$ cat config.mk
export PLATFORM = sky130hd
export DESIGN_NAME = npc_pc
export DESIGN_NICKNAME = d
export VERILOG_FILES = /design/src/rtl/npc_pc.sv
export SDC_FILE = /design/constraint.sdc
export NUM_CORES = 1
export LEC_CHECK = 0
export CORE_ASPECT_RATIO = 0.8
export CORE_MARGIN = 2
export CORE_UTILIZATION = 38
export DETAILED_ROUTE_END_ITERATION = 10
export HOLD_SLACK_MARGIN = 0.02
export PLACE_DENSITY = 0.7
export SLEW_MARGIN = 20
export SYNTH_ARGS = -nofsm -noshare
export SYNTH_HDL_FRONTEND = slang
export SYNTH_SLANG_ARGS = --single-unit
export TNS_END_PERCENT = 5
$ cat constraint.sdc
create_clock -name clk -period 3.7 [get_ports clk]
set_input_delay 0.37 -clock clk [delete_from_list [all_inputs] [get_ports clk]]
set_output_delay 0.37 -clock clk [all_outputs]
set_load 0.01 [all_outputs]
$ cat src/rtl/npc_pc.sv
// Fetch-stage program counter with D-stage next-PC selection and a saturating redirect counter.
// Optional macro NPC_ALIGN_CHECK_EN adds AlignErr and word-aligns misaligned jr targets.
module npc_pc #(
    parameter logic [31:0] RESET_PC = 32'h0000_3000,
    parameter int          CNT_W    = 32
) (
    input  logic             clk,
    input  logic             reset,
    input  logic             stall,
    input  logic [2:0]       NPC_Op,
    input  logic             CMP_Output,
    input  logic [31:0]      D_PC,
    input  logic [15:0]      Imm16,
    input  logic [25:0]      Index26,
    input  logic [31:0]      RegTarget,
    output logic [31:0]      F_PC,
    output logic [31:0]      D_PC8,
    output logic             Redirect,
`ifdef NPC_ALIGN_CHECK_EN
    output logic             AlignErr,
`endif
    output logic [CNT_W-1:0] RedirectCnt
);

    localparam logic [CNT_W-1:0] CNT_ONE = {{(CNT_W-1){1'b0}}, 1'b1};

    logic [31:0] seq_pc;
    logic [31:0] br_pc;
    logic [31:0] j_pc;
    logic [31:0] jr_pc;
    logic [31:0] next_pc;

    assign seq_pc = F_PC + 32'd4;
    assign br_pc  = D_PC + 32'd4 + {{14{Imm16[15]}}, Imm16, 2'b00};
    assign j_pc   = {D_PC[31:28], Index26, 2'b00};
    assign D_PC8  = D_PC + 32'd8;

`ifdef NPC_ALIGN_CHECK_EN
    assign AlignErr = (NPC_Op == 3'd3) && (RegTarget[1:0] != 2'b00);
    assign jr_pc    = AlignErr ? {RegTarget[31:2], 2'b00} : RegTarget;
`else
    assign jr_pc    = RegTarget;
`endif

    always_comb begin
        next_pc  = seq_pc;
        Redirect = 1'b0;
        case (NPC_Op)
            3'd1: begin
                if (CMP_Output) begin
                    next_pc  = br_pc;
                    Redirect = 1'b1;
                end
            end
            3'd2: begin
                next_pc  = j_pc;
                Redirect = 1'b1;
            end
            3'd3: begin
                next_pc  = jr_pc;
                Redirect = 1'b1;
            end
            default: begin
                next_pc  = seq_pc;
                Redirect = 1'b0;
            end
        endcase
    end

    // Stall ignores the D-stage inputs entirely; that instruction re-presents next cycle.
    always_ff @(posedge clk) begin
        if (!reset) begin
            F_PC        <= RESET_PC;
            RedirectCnt <= '0;
        end else if (!stall) begin
            F_PC <= next_pc;
            if (Redirect && !(&RedirectCnt))
                RedirectCnt <= RedirectCnt + CNT_ONE;
        end
    end

endmodule

==> impl_metrics.csv, run 1 <==
group,metric,value,unit
status,outcome,"finished, final reports clean",
detailed_routing,dr.pass1.iters,5,
yosys,synth_enable_flop_cells,0,
yosys,synth_cell_types,71,
worst_setup_path,crit_family,"simple AND/OR/NAND/NOR gates",
placed_design,dpl_worst_slack,0.0238,ns
timing,rsz0062_at_grt,"no",
worst_setup_path,worst-path-buf-inv,3,
layout,fillerInstances,1621,
yosys,synthArstFlopShare,0,
floorplanning,die_area,18200,um2
detailed_routing,vias_per_cell,5.55,
global_routing,globalRouteMet1Util,0.340,
worst_setup_path,cp-start-kind,"input port",
worst_setup_path,path_cells,"clkdlybuf4s50_1, buf_4, and3_1, and3_1, and2_1, nand4_1, nor2_1, nand3_1, xnor2_1, clkdlybuf4s50_1",
placed_design,dp_hpwl,17.1,mm
layout,areaGrowthSynthToFinish,40.5,%
global_routing,gr-total-overflow,0,
worst_setup_path,critPathKind,"input port to primary output",
run,timing.max_cap.violations,0,
timing,period_share,0.921,
timing,fin_skew,0.0110,ns
layout,diodes,0,
timing,slew_violations,0,
power_and_ir_drop,powerDensity,262,nW/um2
global_routing,top_usage_layer,"met2",
timing,whs,0.409,ns
global_routing,grt_first_pass_wirelength,34.2,mm
floorplanning,die_x,150,um
timing,finalHoldViolations,0,
clocking,h-tree-depth,3,
floorplanning,start_util,0.391,
layout,final_common_cell,"clkdlybuf4s50_1",
timing,finalSetupViolations,0,
layout,seqCellArea,1280,um2
worst_setup_path,r2r_end,"F_PC[27]$_SDFFE_PN0N_",
detailed_routing,drtAntennaViolNets,0,
layout,mostFrequentLayoutCells,"clkdlybuf4s50_1, nand2_1, a21oi_1",
power_and_ir_drop,p_leak,0.00364,uW
clocking,cts_setup_buffers,0,
yosys,synth.avg_cell_area,7.57,um2
placed_design,globalplace.congestion,0.885,
timing,tightestPinTransition,0.826,ns
yosys,ys_warn_count,0,
yosys,syn-instance-count,861,
global_routing,antenna_found_initial,0,
detailed_routing,wl_per_cell,17.2,um
timing,setup_tns,0,ns
global_routing,first_global_vias,6583,
worst_setup_path,cp.required,3.33,ns
placed_design,dp_cells,1270,
detailed_routing,drt_iter0_drc,490,
clocking,cts_root_buf,"clkbuf_16",
yosys,ys.flop_type,"dfxtp_1",
detailed_routing,vias,7134,
floorplanning,io_pins,210,
yosys,ys_seq_area_frac,0.197,
floorplanning,rows,42,
yosys,synth-seq-cells,64,
timing,max_freq,293,MHz
yosys,postSynthNetCount,1035,
hold_path,min_path_type,"input port to flop",
yosys,syn-cell-area,6520,um2
worst_setup_path,reg2regPathDepth,8,
global_routing,track_usage,0.235,
clocking,cts_tree,"done",
timing,post-route-min-period,3.41,ns
global_routing,gr-usage-met2,0.362,
global_routing,grt_max_degree,59,
worst_setup_path,cp-end-kind,"primary output",
power_and_ir_drop,worst_ir_drop_vdd,0.199,mV
worst_setup_path,r2r_setup_slack,0.97,ns
hold_path,hold_end,"RedirectCnt[7]$_SDFFE_PN0P_",
worst_setup_path,reg2reg_from,"F_PC[12]$_SDFFE_PN1N_",
hold_path,hold_depth,2,
layout,final_cells,1285,
placed_design,portBuffers,209,
layout,multi_input_area,4950,um2
clocking,path_clk_slew,0.05,ns
layout,layout.nets,1235,
worst_setup_path,crit_arrival,3.04,ns
floorplanning,coreArea,16700,um2
hold_path,hold_start,"reset",
timing,worst_slack,0.291,ns
detailed_routing,routed_wirelength,22.1,mm
worst_setup_path,cp_slowest_stage_delay,0.56,ns
clocking,clock_tree.buffer_depth,2,
clocking,numCtsBuffers,9,
timing,relSlewSlack,0.445,
global_routing,grt_use_met3,0.0538,
clocking,clkLatencyLatePin,0.33,ns
clocking,clock-sinks,64,
worst_setup_path,cp_max_fo,5,
layout,layout-drive-gt1-share,0.0554,
detailed_routing,drc_errors,0,
floorplanning,die_h,121,um
worst_setup_path,slowest_stage,"clkdlybuf4s50_1",
worst max path at each step:
stage	startpoint	end	cells past startpoint	slack, ns
finish	D_PC[5]	D_PC8[28]	10	0.29
global route	D_PC[3]	D_PC8[29]	9	0.05
CTS	D_PC[5]	D_PC8[28]	10	0.26
detailed placement	D_PC[3]	F_PC[29]$_SDFFE_PN0N_	13	0.02
global placement	D_PC[3]	F_PC[29]$_SDFFE_PN0N_	13	0.09
floorplan	D_PC[5]	F_PC[30]$_SDFFE_PN0N_	10	0.85
power breakdown:
part	internal, uW	total (uW)	switching (uW)
combinational	433	864	431
sequential	712	748	36.4
clock	466	787	321
worst register-to-register path: stages, from the launching register on:
cell      delay (ns)
dfxtp_1         0.49
nand4_1         0.25
nor4_1          0.77
nand4_1         0.31
a21oi_1         0.22
o221ai_1        0.19
a31o_2          0.27
o41ai_1         0.06
a41o_1          0.13
cell type report:
cell class | instances | share of cell area
timing repair buffer | 234 | 0.248
tap | 220 | 0.0301
multi-input combinational | 723 | 0.541
sequential | 64 | 0.140
inverter | 29 | 0.0119
clock buffer | 10 | 0.0261
clock inverter | 5 | 0.00369
Yosys cell counts, types with 27 or more instances:
cell type / count / area share
ha_1: 60 / 0.12
xnor2_1: 52 / 0.070
nand2_1: 80 / 0.046
nand3_1: 38 / 0.029
o21ai_0: 59 / 0.045
xor2_1: 35 / 0.047
dfxtp_1: 64 / 0.20
and2_1: 27 / 0.026
nor2_1: 41 / 0.024
a21oi_1: 72 / 0.055
clkbuf_1: 33 / 0.019
inv_1: 28 / 0.016
kinds of logic (layout without fill, tap and decap cells):
group	count (synthesis)	count (layout)	synth area share
xor+xnor	87	87	0.117
simple gates	311	311	0.252
compound gates	244	244	0.239
fa+ha+maj	61	61	0.118
buf+inv	74	278	0.0464
mux	20	20	0.0309
flops	64	64	0.197
repair_timing:
item                                    4_1_cts  5_1_grt
hold buffers                                  0        0
endpoints found under the hold margin         0        0
endpoints found under the setup margin        0        1
gates resized for setup                       0        2
per-stage QoR:
stage	instance area [um2]	total power, uW	utilization
2_1_floorplan	6520	1230	-
5_1_grt	9160	2530	0.550
3_3_place_gp	8870	1610	0.533
3_5_place_dp	8870	1610	0.533
4_1_cts	9150	2400	0.549
6_report	9160	2400	0.550
routing by layer:
layer | vias to the layer above | part of all wire
met2 | 245 | 0.43
li1 | 3565 | -
met5 | - | 0
met1 | 3308 | 0.47
met4 | 0 | 0.0094
met3 | 16 | 0.089
registers in the layout (all words and copies together), names as in the netlist:
name and count:
RedirectCnt 32, F_PC 32
No activity file was read; power rests on OpenSTA's default activity.
==> run 2: changes to the inputs <==
--- a/config.mk
+++ b/config.mk
@@ -11,7 +11,6 @@
 export DETAILED_ROUTE_END_ITERATION = 10
 export HOLD_SLACK_MARGIN = 0.02
 export PLACE_DENSITY = 0.7
-export SLEW_MARGIN = 20
 export SYNTH_ARGS = -nofsm -noshare
 export SYNTH_HDL_FRONTEND = slang
 export SYNTH_SLANG_ARGS = --single-unit
==> constraint.sdc (replaced) <==
create_clock -name clk -period 3.7 [get_ports clk]
set_input_delay 0.37 -clock clk [delete_from_list [all_inputs] [get_ports clk]]
set_output_delay 0.37 -clock clk [all_outputs]
set_load 0.05 [all_outputs]
==> run 2 against run 1 <==
  * Combinational power is 17% higher
  * Cell count stayed put
  * Register-to-register slack better by 0.05 ns
  * Power is 15% higher
  * Wire length is 0.69% lower
  * Clock power is 27% higher
  * Sequential cell count stayed put
  * Highest routed layer unchanged
  * Non-clock buffer count stayed put
  * Clock-buffer cell count stayed put
==> impl_metrics.csv, run 2 (synthesis results as in run 1) <==
group,metric,value,unit
worst_setup_path,critPathKind,"input port to flop",
timing,rsz0062_at_grt,"no",
placed_design,dpl_worst_slack,0.0212,ns
power_and_ir_drop,p_sw,924,uW
timing,relSlewSlack,0.504,
power_and_ir_drop,swShare,0.336,
detailed_routing,vias_per_cell,5.65,
layout,layout-drive-gt1-share,0.0667,
layout,layout.nets,1235,
global_routing,first_global_vias,6532,
clocking,cts-hold-fix-buffers,0,
hold_path,min_path_type,"input port to flop",
timing,slew_violations,0,
placed_design,place_area,8950,um2
power_and_ir_drop,p_int,1830,uW
layout,seqCellArea,1280,um2
detailed_routing,drt_iter0_drc,536,
power_and_ir_drop,worst_ir_drop_vdd,0.227,mV
timing,finalHoldViolations,0,
placed_design,portBuffers,209,
floorplanning,rows,42,
timing,post-route-min-period,3.40,ns
global_routing,grt_max_degree,58,
clocking,clkLatencyLatePin,0.34,ns
global_routing,track_usage,0.237,
worst_setup_path,r2r_end,"F_PC[27]$_SDFFE_PN0N_",
layout,multi_input_area,4940,um2
timing,fin_skew,0.00852,ns
timing,worst_slack,0.300,ns
clocking,numCtsBuffers,9,
clocking,clock_tree.buffer_depth,2,
floorplanning,die_x,150,um
worst_setup_path,crit_arrival,3.65,ns
clocking,clock-sinks,64,
power_and_ir_drop,powerDensity,296,nW/um2
detailed_routing,drc_errors,0,
global_routing,gr-total-overflow,0,
floorplanning,die_h,121,um
power_and_ir_drop,finalPower,2750,uW
placed_design,dp_cells,1270,
run,timing.max_cap.violations,0,
detailed_routing,dr.pass1.iters,6,
worst_setup_path,cp_max_fo,5,
hold_path,hold_end,"RedirectCnt[7]$_SDFFE_PN0P_",
power_and_ir_drop,power.share.sequential,0.272,
hold_path,hold_start,"reset",
placed_design,globalplace.congestion,0.908,
worst_setup_path,cp-start-kind,"input port",
timing,setup_tns,0,ns
clocking,cts_root_buf,"clkbuf_16",
layout,final_common_cell,"clkdlybuf4s50_1",
hold_path,hold_depth,2,
layout,postLayoutCellArea,9300,um2
worst_setup_path,cp-end-kind,"flop",
worst_setup_path,r2r_setup_slack,1.02,ns
worst_setup_path,reg2regPathDepth,8,
layout,mostFrequentLayoutCells,"clkdlybuf4s50_1, nand2_1, a21oi_1",
floorplanning,coreArea,16700,um2
floorplanning,start_util,0.391,
timing,tightestPinTransition,0.737,ns
layout,diodes,0,
power_and_ir_drop,clkPwrFrac,0.362,
floorplanning,io_pins,210,
clocking,h-tree-depth,3,
floorplanning,die_area,18200,um2
global_routing,grt_first_pass_wirelength,34.2,mm
worst_setup_path,cp.required,3.95,ns
detailed_routing,drtAntennaViolNets,0,
power_and_ir_drop,power_frac_comb,0.366,
clocking,cts_setup_buffers,0,
worst_setup_path,reg2reg_from,"F_PC[12]$_SDFFE_PN1N_",
layout,areaGrowthSynthToFinish,42.6,%
layout,fillerInstances,1578,
clocking,path_clk_slew,0.05,ns
detailed_routing,wl_per_cell,17.1,um
timing,period_share,0.919,
power_and_ir_drop,p_leak,0.00372,uW
detailed_routing,routed_wirelength,21.9,mm
layout,top_regs,"F_PC x32, RedirectCnt x32",
timing,max_freq,294,MHz
global_routing,antenna_found_initial,0,
layout,final_cells,1285,
clocking,cts_resized,0,
status,outcome,"finished, final reports clean",
placed_design,dp_hpwl,17.2,mm
detailed_routing,vias,7261,
clocking,cts_tree,"done",
timing,finalSetupViolations,0,
-- run 2: cell type report --
| type | count | share of cell area |
|---|---|---|
| inverter | 29 | 0.0117 |
| timing repair buffer | 234 | 0.252 |
| clock inverter | 5 | 0.0113 |
| sequential | 64 | 0.138 |
| clock buffer | 10 | 0.0257 |
| tap | 220 | 0.0296 |
| multi-input combinational | 723 | 0.531 |
-- run 2: power groups by stage --
stage          Clock, uW  Combinational (uW)  Sequential [uW]
6_report             996                1010              747
5_1_grt             1040                1090              752
4_1_cts             1010                1000              746
3_5_place_dp           0                 998              761
3_3_place_gp           0                 993              761
2_1_floorplan          0                 538              828
-- run 2: layer usage --
| layer | share of wire | wire [um] | track usage |
|---|---|---|---|
| met1 | 0.45 | 9930 | 0.336 |
| met3 | 0.10 | 2280 | 0.0560 |
| met4 | 0.016 | 343 | 0.0472 |
| met5 | 0 | 0 | 0 |
| met2 | 0.43 | 9390 | 0.366 |
-- run 2: critical path, cell delays in order --
cell and delay, ns:
clkdlybuf4s50_1 0.51, ha_1 0.33, ha_1 0.19, inv_1 0.06, fa_1 0.40, nor2b_1 0.18
o2111ai_1 0.15, a21oi_1 0.26, o21ai_1 0.18, o21ai_1 0.23, nor4bb_1 0.44, nor4_1 0.11
o31ai_1 0.24
-- run 2: worst max-delay path by stage --
stage               slack [ns]    start  cells past startpoint                     to
floorplan                 0.85  D_PC[5]                     10  F_PC[30]$_SDFFE_PN0N_
global placement          0.16  D_PC[3]                     13  F_PC[29]$_SDFFE_PN0N_
detailed placement        0.02  D_PC[3]                     13  F_PC[29]$_SDFFE_PN0N_
CTS                       0.37  D_PC[3]                     13  F_PC[29]$_SDFFE_PN0N_
global route              0.07  D_PC[3]                     13  F_PC[29]$_SDFFE_PN0N_
finish                    0.30  D_PC[3]                     13  F_PC[29]$_SDFFE_PN0N_
-- run 2: stage by stage --
step	util	hold slack, ns
6_report	0.558	0.400
5_1_grt	0.558	0.406
4_1_cts	0.558	0.396
3_5_place_dp	0.537	0.495
3_3_place_gp	0.537	0.489
2_1_floorplan	-	0.583
